## src/rtl/dmem_arbiter.sv

```systemverilog
// ---------------------------------------------------------------------------
// dmem_arbiter
// Two-port data-memory arbiter. Port 0 is the core load/store unit and
// port 1 is the program loader. Both share one synchronous single-port
// memory (read data returns one cycle after the access strobe).
//
// Ownership is tracked by a three-state FSM (IDLE, OWN0, OWN1). A grant is
// issued combinationally whenever the current owner is requesting. A beat
// counter bounds how long one owner keeps the memory while the other port
// is waiting.
//
// Configuration macro: ARB_RR_EN
//   defined   : ties in IDLE go to the port that did not own the last grant,
//               and both owners can be preempted after MAX_BURST beats.
//   undefined : fixed priority, port 0 wins ties and is never preempted;
//               port 1 is preempted after MAX_BURST beats when port 0 waits.
//
// Parameters
//   ADDR_W     address width of the memory and both requesters
//   DATA_W     data width of the memory and both requesters
//   MAX_BURST  beats granted to one owner while the other port requests
//
// Ports
//   clk                  clock, rising edge
//   rst_n                asynchronous reset, active HIGH despite the name
//   req0/req1            access request
//   we0/we1              1 = write, 0 = read
//   addr0/addr1          byte address
//   wdata0/wdata1        write data
//   gnt0/gnt1            access issued to memory this cycle
//   rvalid0/rvalid1      read data valid this cycle
//   rdata0/rdata1        read data (zero when rvalid is low)
//   mem_en/mem_we        memory strobe / write enable
//   mem_addr/mem_wdata   memory address / write data (zero when idle)
//   mem_rdata            memory read data, one cycle after a read strobe
// ---------------------------------------------------------------------------
module dmem_arbiter #(
    parameter int ADDR_W    = 32,
    parameter int DATA_W    = 32,
    parameter int MAX_BURST = 8
) (
    input  logic              clk,
    input  logic              rst_n,
    input  logic              req0,
    input  logic              we0,
    input  logic [ADDR_W-1:0] addr0,
    input  logic [DATA_W-1:0] wdata0,
    input  logic              req1,
    input  logic              we1,
    input  logic [ADDR_W-1:0] addr1,
    input  logic [DATA_W-1:0] wdata1,
    output logic              gnt0,
    output logic              gnt1,
    output logic              rvalid0,
    output logic              rvalid1,
    output logic [DATA_W-1:0] rdata0,
    output logic [DATA_W-1:0] rdata1,
    output logic              mem_en,
    output logic              mem_we,
    output logic [ADDR_W-1:0] mem_addr,
    output logic [DATA_W-1:0] mem_wdata,
    input  logic [DATA_W-1:0] mem_rdata
);

    // Counter wide enough to hold MAX_BURST-1 (at least one bit).
    localparam int CNT_W = (MAX_BURST > 1) ? $clog2(MAX_BURST) : 1;
    localparam logic [CNT_W-1:0] CNT_MAX  = CNT_W'(MAX_BURST - 1);
    localparam logic [CNT_W-1:0] CNT_ONE  = CNT_W'(1);
    localparam logic [CNT_W-1:0] CNT_ZERO = CNT_W'(0);

`ifdef ARB_RR_EN
    localparam logic RR_EN = 1'b1;
`else
    localparam logic RR_EN = 1'b0;
`endif

    typedef enum logic [1:0] {
        IDLE = 2'd0,
        OWN0 = 2'd1,
        OWN1 = 2'd2
    } state_t;

    state_t           state_r;
    state_t           state_nxt_s;
    logic [CNT_W-1:0] cnt_r;
    logic [CNT_W-1:0] cnt_nxt_s;
    logic             last_owner_r;
    logic             rvalid0_r;
    logic             rvalid1_r;
    logic             cnt_at_max_s;
    logic             tie_pick1_s;
    logic             any_gnt_s;

    // Grants are a pure function of ownership and the owner's request.
    always_comb begin
        gnt0 = 1'b0;
        gnt1 = 1'b0;
        if (state_r == OWN0) begin
            gnt0 = req0;
        end else if (state_r == OWN1) begin
            gnt1 = req1;
        end else begin
            gnt0 = 1'b0;
            gnt1 = 1'b0;
        end
    end

    assign any_gnt_s    = gnt0 | gnt1;
    assign cnt_at_max_s = (cnt_r == CNT_MAX);

    // Tie-break in IDLE: round-robin picks the port that did not own the
    // last grant; fixed priority always picks port 0.
    always_comb begin
        tie_pick1_s = 1'b0;
        if (RR_EN) begin
            tie_pick1_s = (last_owner_r == 1'b0);
        end else begin
            tie_pick1_s = 1'b0;
        end
    end

    // Next-state logic: entry from IDLE, release on dropped request, and
    // burst-limit preemption with a direct owner-to-owner handover.
    always_comb begin
        state_nxt_s = state_r;
        case (state_r)
            IDLE: begin
                if (req0 && req1) begin
                    state_nxt_s = tie_pick1_s ? OWN1 : OWN0;
                end else if (req0) begin
                    state_nxt_s = OWN0;
                end else if (req1) begin
                    state_nxt_s = OWN1;
                end else begin
                    state_nxt_s = IDLE;
                end
            end
            OWN0: begin
                if (!req0) begin
                    state_nxt_s = req1 ? OWN1 : IDLE;
                end else if (RR_EN && cnt_at_max_s && req1) begin
                    // Port 0 is only preemptible in round-robin mode.
                    state_nxt_s = OWN1;
                end else begin
                    state_nxt_s = OWN0;
                end
            end
            OWN1: begin
                if (!req1) begin
                    state_nxt_s = req0 ? OWN0 : IDLE;
                end else if (cnt_at_max_s && req0) begin
                    state_nxt_s = OWN0;
                end else begin
                    state_nxt_s = OWN1;
                end
            end
            default: begin
                state_nxt_s = IDLE;
            end
        endcase
    end

    // Beat counter: cleared on any ownership change, counts granted beats
    // and saturates at MAX_BURST-1 while the other port is quiet.
    always_comb begin
        cnt_nxt_s = cnt_r;
        if (state_nxt_s != state_r) begin
            cnt_nxt_s = CNT_ZERO;
        end else if (any_gnt_s && !cnt_at_max_s) begin
            cnt_nxt_s = cnt_r + CNT_ONE;
        end else begin
            cnt_nxt_s = cnt_r;
        end
    end

    // Memory-side mux: driven from the granted port, all zero when idle.
    always_comb begin
        mem_en    = 1'b0;
        mem_we    = 1'b0;
        mem_addr  = {ADDR_W{1'b0}};
        mem_wdata = {DATA_W{1'b0}};
        if (gnt0) begin
            mem_en    = 1'b1;
            mem_we    = we0;
            mem_addr  = addr0;
            mem_wdata = wdata0;
        end else if (gnt1) begin
            mem_en    = 1'b1;
            mem_we    = we1;
            mem_addr  = addr1;
            mem_wdata = wdata1;
        end else begin
            mem_en    = 1'b0;
            mem_we    = 1'b0;
            mem_addr  = {ADDR_W{1'b0}};
            mem_wdata = {DATA_W{1'b0}};
        end
    end

    // FSM state, beat counter and last-owner record.
    always_ff @(posedge clk or posedge rst_n) begin
        if (rst_n) begin
            state_r      <= IDLE;
            cnt_r        <= CNT_ZERO;
            last_owner_r <= 1'b1;
        end else begin
            state_r <= state_nxt_s;
            cnt_r   <= cnt_nxt_s;
            if (gnt0) begin
                last_owner_r <= 1'b0;
            end else if (gnt1) begin
                last_owner_r <= 1'b1;
            end else begin
                last_owner_r <= last_owner_r;
            end
        end
    end

    // Read-return tracking: a granted read flags its port for exactly one
    // cycle, matching the one-cycle memory latency. Reset kills any read
    // still in flight.
    always_ff @(posedge clk or posedge rst_n) begin
        if (rst_n) begin
            rvalid0_r <= 1'b0;
            rvalid1_r <= 1'b0;
        end else begin
            rvalid0_r <= gnt0 & ~we0;
            rvalid1_r <= gnt1 & ~we1;
        end
    end

    assign rvalid0 = rvalid0_r;
    assign rvalid1 = rvalid1_r;

    // Return data is steered to the waiting port only; zero otherwise.
    always_comb begin
        rdata0 = {DATA_W{1'b0}};
        rdata1 = {DATA_W{1'b0}};
        if (rvalid0_r) begin
            rdata0 = mem_rdata;
        end else begin
            rdata0 = {DATA_W{1'b0}};
        end
        if (rvalid1_r) begin
            rdata1 = mem_rdata;
        end else begin
            rdata1 = {DATA_W{1'b0}};
        end
    end

endmodule

```

## config.mk

```make
export PLATFORM = sky130hd
export DESIGN_NAME = dmem_arbiter
export DESIGN_NICKNAME = d
export VERILOG_FILES = /design/src/rtl/dmem_arbiter.sv
export SDC_FILE = /design/constraint.sdc
export NUM_CORES = 1
export LEC_CHECK = 0
export CAP_MARGIN = 15
export CORE_AREA = 8 8 110 112
export DETAILED_ROUTE_END_ITERATION = 6
export DIE_AREA = 0 0 118 120
export PLACE_DENSITY_LB_ADDON = 0.12
export SLEW_MARGIN = 20
export SYNTH_ARGS = -nofsm -noshare
export SYNTH_HDL_FRONTEND = slang
export SYNTH_SLANG_ARGS = --single-unit
```

## constraint.sdc

```tcl
create_clock -name clk -period 1.7 [get_ports clk]
set_input_delay 0.34 -clock clk [delete_from_list [all_inputs] [get_ports clk]]
set_output_delay 0.34 -clock clk [all_outputs]
set_load 0.01 [all_outputs]
```

After elaboration in Yosys (flattened, before gate mapping)
Cells that the tools add are included.
Widths: inputs -> output; s select.
Word-level totals
  output and inout bits: 134
  flip-flop bits (word level): 7
  logic and storage cells: 42
Cells by class
  equal/unequal tests: 4
  reduce and logical (&&, ||, !) cells: 6
  bitwise logic cells: 5
  multiplexer cells: 22
  add/subtract/negate cells: 1
Operator list (count)
  $mux 32: 6
  $mux 2: 5
  $mux 1: 8
  $mux 3: 2
  $pmux 2 s3: 1
  $add 3x1->3 const B: 1
  $eq 3x3->1 const B: 1
  $logic_and 1x1->1: 3
  $and 1x1->1: 2
  $eq 2x1->1 const B: 1
  $eq 2x2->1 const B: 1
  $logic_not 2->1: 1
  $ne 2x2->1: 1
  $not 1->1: 2
  $reduce_bool 2->1: 1
  $logic_not 1->1: 1
  $or 1x1->1: 1

Depth between registers and ports, before layout
  word-level depth: 7
  mapped depth: 6
  depth with buffers taken out: 6

Worst setup path before layout
No wires, ideal clock.
  kind: register -> output
  from: reg state_r[1]
  to: out mem_addr[0]
  slack: 102 ps
  required time: 1360 ps
  stages on the path, launching flop included: 6
  path buffers: 2
  arrival time: 1258 ps
  path through: dfrtp_1 -> nand3b_2 -> inv_2 -> buf_4 -> buf_2 -> a22o_1
Between the ends
  cells in the longest elaborated chain, start to end: 5
Ends and longest elaborated chain
  start: declaration: line 83  | state_t state_r;
  start signal: assignment: line 207  | state_r <= state_nxt_s;
  $eq 2x2->1: line 100  | end else if (state_r == OWN1) begin
  $mux 1: line 100
  $mux 1: line 98  | if (state_r == OWN0) begin
  $mux 32: line 187  | end else if (gnt1) begin
  $mux 32 (*): line 182  | if (gnt0) begin
  end: declaration: line 60  | output logic [ADDR_W-1:0] mem_addr,
Every way passes the cells marked *; elsewhere a longest branch is shown, timed or not.

Worst setup path in the final report
  from: reg state_r[0]
  to: out mem_addr[17]
The elaborated chain is that of the path after synthesis.

==> out/qor_table.md <==
| Quantity | This run |
|---|---|
| Commonest non-fill, non-tap cell in the layout | sky130_fd_sc_hd__clkdlybuf4s50_1 |
| Hold WC Path Type | in -> async |
| Net switching power of the design | 426 µW |
| Leakage power total | 0.00227 µW |
| Number of core rows | 38 |
| Total Power Consumption | 1430 µW |
| Worst voltage drop across the vdd grid | 0.000167 V |
| Max-Cap Viols | 0 |
| Via count of the first global-routing pass | 3,131 |
| Dpl cells | 622 |
| Total global routing track utilization | 0.168 |
| DR WL/cell | 19.8 µm |
| TritonRoute pass-1 iters | 4 |
| Crit path launch type | flop |
| Net count of the mapped netlist | 351 |
| Root Buffer Master | sky130_fd_sc_hd__clkbuf_8 |
| Met2 Track Usage GR | 0.319 |
| Clock Power Share | 0.162 |
| Net count of the finished layout | 675 |
| Setup repair after global routing missed its margin | yes |
| Number of vias in the routed layout | 2,775 |
| Number of design-rule violations left by the first detailed-router iteration | 57 |
| Post-layout instance count excluding filler cells | 646 |
| Logic pwr share | 0.711 |
| Slew at the pin closest to its max-slew limit | 273 ps |
| WL final | 12.8 mm |
| Crit share post-route | 1.12 |
| Number of diodes added for antenna fixing | 0 |
| Global routing met3 resource utilization | 0.0944 |
| Port bufs | 299 |
| Clock tree from TritonCTS | done |
| Floorplan Core Area | 0.0105 mm² |
| Data required time of the critical path | 1360 ps |
| Slew Limit Headroom | 0.818 |
| Die extent in y | 120 µm |
| Number of buffers on the longest clock path | 2 |
| GP Congestion | 0.789 |
| P_int | 1010 µW |
| WS Path Type | reg -> out |
| Global-route wire length before repair | 18.7 mm |
| Clk sink count | 7 |
| CTS clock-pin slew for the worst setup and hold paths | 40 ps |
| Seq/Total Area, Yosys | 0.124 |
| Utilization after layout | 0.464 |
| Post-synth design cell area | 0.00141 mm² |
| Setup Slack @ Placement | -711 ps |
| Portion of total power attributed to sequential cells | 0.127 |
| Maximum clock frequency | 527 MHz |
| Die area | 0.0142 mm² |
| Number of instances in the synthesized netlist | 183 |
| Depth of the worst register-to-register path | 6 |
| Growth of design area from synthesis to finish | 245% |
| Clock period minus worst slack | 1900 ps |
| Setup WS post-layout | -198 ps |
| Global-route track usage on met1 | 0.151 |
| Layout cell share with drive strength beyond 1 | 0.229 |
| Fin Setup TNS | -7990 ps |
| Remaining global-route overflow | 0 |
| Antenna-violating nets left | 0 |
| Initial cell density of the core | 0.135 |
| Yosys synthesis warning count | 0 |
| Count of cell types in the netlist | 23 |
| Number of design rule violations left after detail routing | 0 |
| Number of buffers inserted during clock tree synthesis | 3 |
| Maximum number of pins on one net before global-route repair | 18 |
| Count of hold buffers inserted by post-cts repair | 0 |
| Post-synthesis sequential element count | 7 |
| DP Wirelength | 10.4 mm |
| Worst setup EP type | primary output |
| Clock latency reported for the late side of the worst-skew pair | 230 ps |
| Number of H-tree levels | 1 |
| Crit Path Max Fanout | 11 |
| Post-synthesis area per instance | 7.73 µm² |
| Most heavily used metal layer in global routing | met2 |
| Die X | 118 µm |
| Critical path arrival | 1560 ps |
| Drt via density | 4.30 |
| Number of antenna violations at the first check in global routing | 0 |
| Number of ports placed on the die boundary | 300 |
| Hold violation total from the final report | 0 |
| Total setup violations reported at the end of the flow | 65 |
| Switching Share | 0.297 |
| Most frequent cells in the layout | sky130_fd_sc_hd__clkdlybuf4s50_1 (163), sky130_fd_sc_hd__a22o_1 (65), sky130_fd_sc_hd__and2_1 (64) |
| Status | finished, violations left |
| Count of final max-slew check failures | 0 |
| Pwr dens | 294 mW/mm² |
| Layout Skew | 3.79 ps |
| Violations in the final reports | setup timing |
-- final timing paths --
kind	startpoint	to	slack (ps)
max	state_r[0]$_DFF_PP0_	mem_addr[17]	-200
min	rst_n	state_r[1]$_DFF_PP0_	340
max reg2reg	cnt_r[0]$_DFFE_PP0P_	cnt_r[0]$_DFFE_PP0P_	200
min reg2reg	cnt_r[1]$_DFFE_PP0P_	cnt_r[1]$_DFFE_PP0P_	520
max in group asynchronous	rst_n	cnt_r[0]$_DFFE_PP0P_	1140
min in group clk	cnt_r[1]$_DFFE_PP0P_	cnt_r[1]$_DFFE_PP0P_	520
-- worst max-delay path, cell delays in order (launching register included) --
cell	delay (ps)
sky130_fd_sc_hd__dfrtp_1	400
sky130_fd_sc_hd__buf_6	140
sky130_fd_sc_hd__nand3b_4	90
sky130_fd_sc_hd__inv_6	50
sky130_fd_sc_hd__buf_8	140
sky130_fd_sc_hd__buf_12	140
sky130_fd_sc_hd__a22o_1	230
sky130_fd_sc_hd__buf_2	140
-- state kept, by name, summed over array words and instances (netlist names) --
signal,flops
state_r,2
rvalid0,1
cnt_r,3
rvalid1,1
-- routing by layer --
metal	wire (µm)	part of all wire	vias up
met5	0	0	-
met4	190	0.015	0
met3	1710	0.13	13
met2	6570	0.51	181
met1	4300	0.34	1251
li1	-	-	1330
-- what timing repair did --
item                                    4_1_cts  5_1_grt
buffers inserted                             14        0
gates cloned                                  8        1
resized for setup                           375       70
pin swaps                                    13       18
endpoints found under the setup margin      132      124
-- Yosys cell counts --
cell / instances / area, µm²
sky130_fd_sc_hd__a22o_1: 65 / 569
sky130_fd_sc_hd__and2_1: 64 / 400
sky130_fd_sc_hd__buf_2: 11 / 55.1
sky130_fd_sc_hd__clkbuf_1: 7 / 26.3
sky130_fd_sc_hd__dfrtp_1: 7 / 175
sky130_fd_sc_hd__nor2_1: 5 / 18.8
sky130_fd_sc_hd__inv_1: 3 / 11.3
sky130_fd_sc_hd__buf_4: 2 / 15.0
sky130_fd_sc_hd__ha_1: 2 / 25.0
sky130_fd_sc_hd__inv_2: 2 / 7.51
sky130_fd_sc_hd__mux2i_1: 2 / 20.0
sky130_fd_sc_hd__nand2_1: 2 / 7.51
sky130_fd_sc_hd__a21boi_0: 1 / 7.51
sky130_fd_sc_hd__a21oi_1: 1 / 5.00
sky130_fd_sc_hd__a21oi_2: 1 / 8.76
sky130_fd_sc_hd__a221oi_1: 1 / 8.76
sky130_fd_sc_hd__a31o_2: 1 / 8.76
sky130_fd_sc_hd__nand2b_1: 1 / 6.26
sky130_fd_sc_hd__nand3b_1: 1 / 7.51
sky130_fd_sc_hd__nand3b_2: 1 / 11.3
sky130_fd_sc_hd__nor3_1: 1 / 5.00
sky130_fd_sc_hd__o21ai_0: 1 / 5.00
sky130_fd_sc_hd__xnor2_1: 1 / 8.76
-- through the flow --
stage / hold slack [ps] / instance area [µm²]
after global routing: 383 / 4880
final: 345 / 4880
after global placement: 509 / 4710
after CTS: 354 / 4800
after floorplan: 143 / 1410
after detailed placement: 520 / 4710
-- power by group through the flow --
stage	registers [µW]	clock network (µW)	logic [µW]
floorplan	185	0	270
global placement	184	0	1010
detailed placement	184	0	1010
CTS	182	241	1030
global route	183	253	1090
finish	182	233	1020
-- cells by family (layout without fill, tap and decap cells) --
group | count (synthesis) | count (layout) | synth area share
AO/OA/AOI/OAI | 71 | 71 | 0.434
XOR/XNOR | 1 | 1 | 0.00620
adder cells (fa/ha/maj) | 2 | 2 | 0.0177
buffers and inverters | 25 | 348 | 0.0814
flip-flops | 7 | 7 | 0.124
multiplexers | 2 | 2 | 0.0142
AND/OR/NAND/NOR | 75 | 75 | 0.323
-- area by class of cell --
type,instances,area (µm²)
Timing Repair Buffer,339,3320
Multi-Input combinational cell,151,1130
Sequential cell,7,175
Fill cell,1036,5630
Inverter,5,26.3
Tap cell,140,175
Clock buffer,4,45.0
No activity file was read; power rests on OpenSTA's default activity.
